--- config.mk ---
export PLATFORM = sky130hd
export DESIGN_NAME = response_encoder
export DESIGN_NICKNAME = d
export VERILOG_FILES = /design/src/rtl/response_encoder.sv
export SDC_FILE = /design/constraint.sdc
export NUM_CORES = 1
export LEC_CHECK = 0
export ABC_AREA = 1
export ABC_CLOCK_PERIOD_IN_PS = 4900
export CORE_MARGIN = 5
export CORE_UTILIZATION = 38
export DETAILED_ROUTE_END_ITERATION = 10
export SETUP_SLACK_MARGIN = 0.5
export SLEW_MARGIN = 0
export SYNTH_ARGS = -nofsm -noshare
export SYNTH_HDL_FRONTEND = slang
export SYNTH_SLANG_ARGS = --single-unit
export TNS_END_PERCENT = 1
--- constraint.sdc ---
create_clock -name clk -period 4.9 [get_ports clk]
set_clock_uncertainty 0.2 [all_clocks]
set_input_delay 0.49 -clock clk [delete_from_list [all_inputs] [get_ports clk]]
set_output_delay 0.49 -clock clk [all_outputs]
set_load 0.01 [all_outputs]
--- src/rtl/response_encoder.sv ---
// Serialises one response record (code, up to three args, XOR checksum) to the mbed
// over a four-phase valid/ack handshake, with per-byte timeout and whole-frame retry.
module response_encoder #(
   parameter int TIMEOUT   = 255,
   parameter int MAX_RETRY = 3
) (
   input  logic       clk,
   input  logic       rst,
   input  logic       resp_valid,
   output logic       resp_ready,
   input  logic [7:0] resp_code,
   input  logic [1:0] resp_nargs,
   input  logic [7:0] resp_arg1,
   input  logic [7:0] resp_arg2,
   input  logic [7:0] resp_arg3,
   output logic [7:0] tx_data,
   output logic       tx_valid,
   input  logic       tx_ack,
   output logic       busy,
   output logic       tx_error
);

   localparam int TW = $clog2(TIMEOUT + 1);
   localparam int RW = (MAX_RETRY > 0) ? $clog2(MAX_RETRY + 1) : 1;

   typedef enum logic [1:0] {IDLE, SEND, RELEASE, GAP} state_t;

   state_t         state, state_next;
   logic [7:0]     code, arg1, arg2, arg3;
   logic [1:0]     nargs;
   logic [7:0]     chk, cur_byte, last_byte;
   logic [2:0]     byte_idx;
   logic [RW-1:0]  retry_cnt;
   logic [TW-1:0]  tmo_cnt;
   logic           timeout, last, retry_done;

   assign timeout    = (tmo_cnt == TW'(TIMEOUT - 1));
   assign last       = (byte_idx == ({1'b0, nargs} + 3'd1));
   assign retry_done = (retry_cnt == RW'(MAX_RETRY));

   // Index 0 is the code, 1..nargs the args, and anything past that the checksum.
   always_comb begin
      cur_byte = chk;
      if (byte_idx == 3'd0) begin
         cur_byte = code;
      end else if (byte_idx <= {1'b0, nargs}) begin
         case (byte_idx[1:0])
            2'd1:    cur_byte = arg1;
            2'd2:    cur_byte = arg2;
            default: cur_byte = arg3;
         endcase
      end
   end

   always_ff @(posedge clk) begin
      if (rst) state <= IDLE;
      else     state <= state_next;
   end

   // Ack is tested before timeout so a simultaneous ack always wins.
   always_comb begin
      state_next = state;
      case (state)
         IDLE:    if (resp_valid) state_next = SEND;
         SEND: begin
            if (tx_ack)       state_next = RELEASE;
            else if (timeout) state_next = GAP;
         end
         RELEASE: begin
            if (!tx_ack)      state_next = last ? IDLE : SEND;
            else if (timeout) state_next = GAP;
         end
         GAP:     state_next = retry_done ? IDLE : SEND;
         default: state_next = IDLE;
      endcase
   end

   always_comb begin
      resp_ready = (state == IDLE) && !rst;
      tx_valid   = (state == SEND);
      busy       = (state != IDLE);
      tx_data    = (state == SEND) ? cur_byte : last_byte;
   end

   always_ff @(posedge clk) begin
      if (state == IDLE && resp_valid) begin
         code  <= resp_code;
         nargs <= resp_nargs;
         arg1  <= resp_arg1;
         arg2  <= resp_arg2;
         arg3  <= resp_arg3;
      end
   end

   always_ff @(posedge clk) begin
      if (rst) begin
         byte_idx  <= '0;
         chk       <= '0;
         retry_cnt <= '0;
         tmo_cnt   <= '0;
         last_byte <= '0;
         tx_error  <= 1'b0;
      end else begin
         tx_error <= (state == GAP) && retry_done;
         // Counter restarts on every state entry and only runs while waiting on the mbed.
         if (state_next == state && (state == SEND || state == RELEASE))
            tmo_cnt <= tmo_cnt + 1'b1;
         else
            tmo_cnt <= '0;
         if (state == SEND)
            last_byte <= cur_byte;
         case (state)
            IDLE: begin
               byte_idx  <= '0;
               chk       <= '0;
               retry_cnt <= '0;
            end
            SEND:    if (tx_ack) chk <= chk ^ cur_byte;
            RELEASE: if (!tx_ack && !last) byte_idx <= byte_idx + 3'd1;
            GAP: begin
               if (!retry_done) begin
                  retry_cnt <= retry_cnt + 1'b1;
                  byte_idx  <= '0;
                  chk       <= '0;
               end
            end
            default: ;
         endcase
      end
   end

endmodule

==> impl_metrics.json <==
{
  "outcome": "finished clean",
  "layout_common_cells": "nand2_1, clkdlybuf4s50_1, nand3_1",
  "synth_area_leaders": "edfxtp_1, dfxtp_1, nand2_1",
  "firstDrtPassIters": 4,
  "slew_viol_final": 0,
  "numClockSinks": 66,
  "p_leak_nw": 1.63,
  "top_layer_used": "met4",
  "clockRootBuffer": "clkbuf_8",
  "grt_max_degree": 35,
  "drc_errors": 0,
  "fp-row-count": 33,
  "wire_per_inst_um": 12.5,
  "hold_buffers": 0,
  "n_antenna_cell": 0,
  "finalCritPeriodShare": 0.676,
  "period_needed_ns": 3.31,
  "postRouteWirelength_um": 6570,
  "synth_nets": 416,
  "max-vdd-ir-drop_mv": 0.128,
  "cts_made_buffers": 9,
  "cp_max_fo": 9,
  "h-tree-depth": 3,
  "yosysTopAreaCellShare": 0.326,
  "hold_path_class": "reg2reg",
  "drt_iter0_drc": 125,
  "area_growth_syn_to_layout_pct": 24.7,
  "power_density_nw_per_um2": 327,
  "dp_hpwl_um": 4860,
  "finalNetCount": 469,
  "timing.hold.ws_ns": 0.245,
  "hold_viol": 0,
  "hp-start": "tmo_cnt[0]",
  "start_util": 0.385,
  "yosysTopAreaCell": "edfxtp_1",
  "arrival_ns": 2.62,
  "die_y_um": 101,
  "gp_congestion": 0.841,
  "drv_cap": 0,
  "ios": 50,
  "overflow": 0,
  "startpoint_type": "register",
  "grt_pass1_wl_um": 11300,
  "ys_seq_area_frac": 0.530,
  "endpoint_kind": "output pin",
  "worstPathRequired_ns": 4.21,
  "clk_pin_slew_ns": 0.07,
  "cts_tree": "yes",
  "ys_ff_latch": 66,
  "grt_setup_unrepaired": "false",
  "drive_above_1_share": 0.0735,
  "synthCells": 364,
  "rr_startpoint": "state[1]",
  "final_common_cell": "nand2_1",
  "grt_pass1_vias": 2460,
  "fin_tns_setup_ns": 0,
  "gr-usage-all-layers": 0.143,
  "clk_path_buf_depth": 2,
  "dr_wl_met3_um": 342,
  "met2WireLength_um": 3180,
  "finalSetupViolations": 0,
  "wl_met1_um": 2920,
  "worst_pin_slew_ns": 0.789,
  "ys.warnings.count": 0,
  "dp_cells": 511,
  "antenna_found_initial": 0,
  "fillers": 778,
  "dieArea_um2": 10200,
  "yosysUniqueCellTypes": 30,
  "syn_area_um2": 3130,
  "critPathLaunch": "byte_idx[1]",
  "vias": 2498,
  "ctsResizeCount": 0,
  "die_w_um": 101,
  "postSynthAreaPerCell_um2": 8.61,
  "instances_no_fill": 527,
  "worst-setup-path-type": "reg2out",
  "fmax_mhz": 302,
  "relSlewSlack": 0.472,
  "via_per_inst": 4.74,
  "clkLatencyLatePin_ns": 0.33,
  "ant_nets": 0,
  "portBuffers": 49,
  "coreArea_um2": 8130,
  "cts_setup_buffers": 0
}
[state kept, by name, summed over array words and instances, names as in the netlist]
| signal | cells |
|---|---|
| tmo_cnt | 8 |
| nargs | 2 |
| tx_error | 1 |
| state | 2 |
| last_byte | 8 |
| chk | 8 |
| arg3 | 8 |
| code | 8 |
| arg2 | 8 |
| arg1 | 8 |
| byte_idx | 3 |
| retry_cnt | 2 |
[cell usage after synthesis, drive strengths merged]
| cell type | count |
|---|---|
| a21oi | 17 |
| and3 | 1 |
| buf | 6 |
| clkbuf | 2 |
| clkinv | 1 |
| dfxtp | 32 |
| edfxtp | 34 |
| ha | 14 |
| inv | 31 |
| nand2 | 120 |
| nand3 | 43 |
| nand3b | 1 |
| nand4 | 5 |
| nor2 | 34 |
| nor3b | 1 |
| o211ai | 1 |
| o21ai | 5 |
| or2 | 9 |
| xnor2 | 4 |
| xor2 | 3 |
[report_power, final]
| group | switching, W | internal (W) | leakage [nW] |
|---|---|---|---|
| Combinational | 0.000112 | 0.0000905 | 0.952 |
| Clock | 0.000197 | 0.000248 | 0.0974 |
| Sequential | 0.0000117 | 0.000619 | 0.585 |
| Total | 0.000321 | 0.000958 | 1.63 |
[worst paths after layout]
path                      to  slack, ns  cells after the start
setup / recovery  tx_data[2]       1.59                     10
hold reg to reg   tmo_cnt[0]       0.25                      1
hold / removal    tmo_cnt[0]       0.25                      1
setup reg to reg      chk[2]       2.24                      8
[stage by stage]
stage	instance area, um^2	setup WS [ns]	power, W	util
6_report	3910	1.59	0.00128	0.481
5_1_grt	3910	1.29	0.00135	0.481
4_1_cts	3910	1.57	0.00129	0.481
3_5_place_dp	3720	1.96	0.000848	0.457
3_3_place_gp	3720	2.03	0.000845	0.457
2_1_floorplan	3130	2.73	0.000760	-
[cells by family (layout without fill, tap and decap cells)]
family / count (synthesis) / in the layout / share of synthesized area
fa+ha+maj: 14 / 14 / 0.0559
simple gates: 214 / 214 / 0.303
compound gates: 23 / 23 / 0.0391
buf+inv: 40 / 98 / 0.0523
flops: 66 / 66 / 0.530
xor+xnor: 7 / 7 / 0.0196
[routing by layer]
layer,GRT usage,vias to the layer above
met5,0,-
met4,0.0539,0
met3,0.0388,13
met2,0.231,60
met1,0.182,1130
li1,-,1295
[critical path, cell delays in order (launching register included)]
cell and delay, ns:
dfxtp_1 0.40, inv_1 0.13, ha_1 0.44, clkinv_1 0.28, nand2_1 0.12, nand2_1 0.06, nand2_1 0.07, nand3_1 0.09
nand3_1 0.13, nand2_1 0.07, clkdlybuf4s50_1 0.48
[area by class of cell]
cell class                      count  area [um^2]  share of cell area
Timing Repair Buffer               50          498               0.127
Multi-Input combinational cell    258         1310               0.335
Sequential cell                    66         1660               0.425
Clock inverter                      3         40.0              0.0102
Tap cell                          105          131              0.0336
Clock buffer                       13          149              0.0381
Inverter                           32          120              0.0307
No activity file was read; power rests on OpenSTA's default activity.
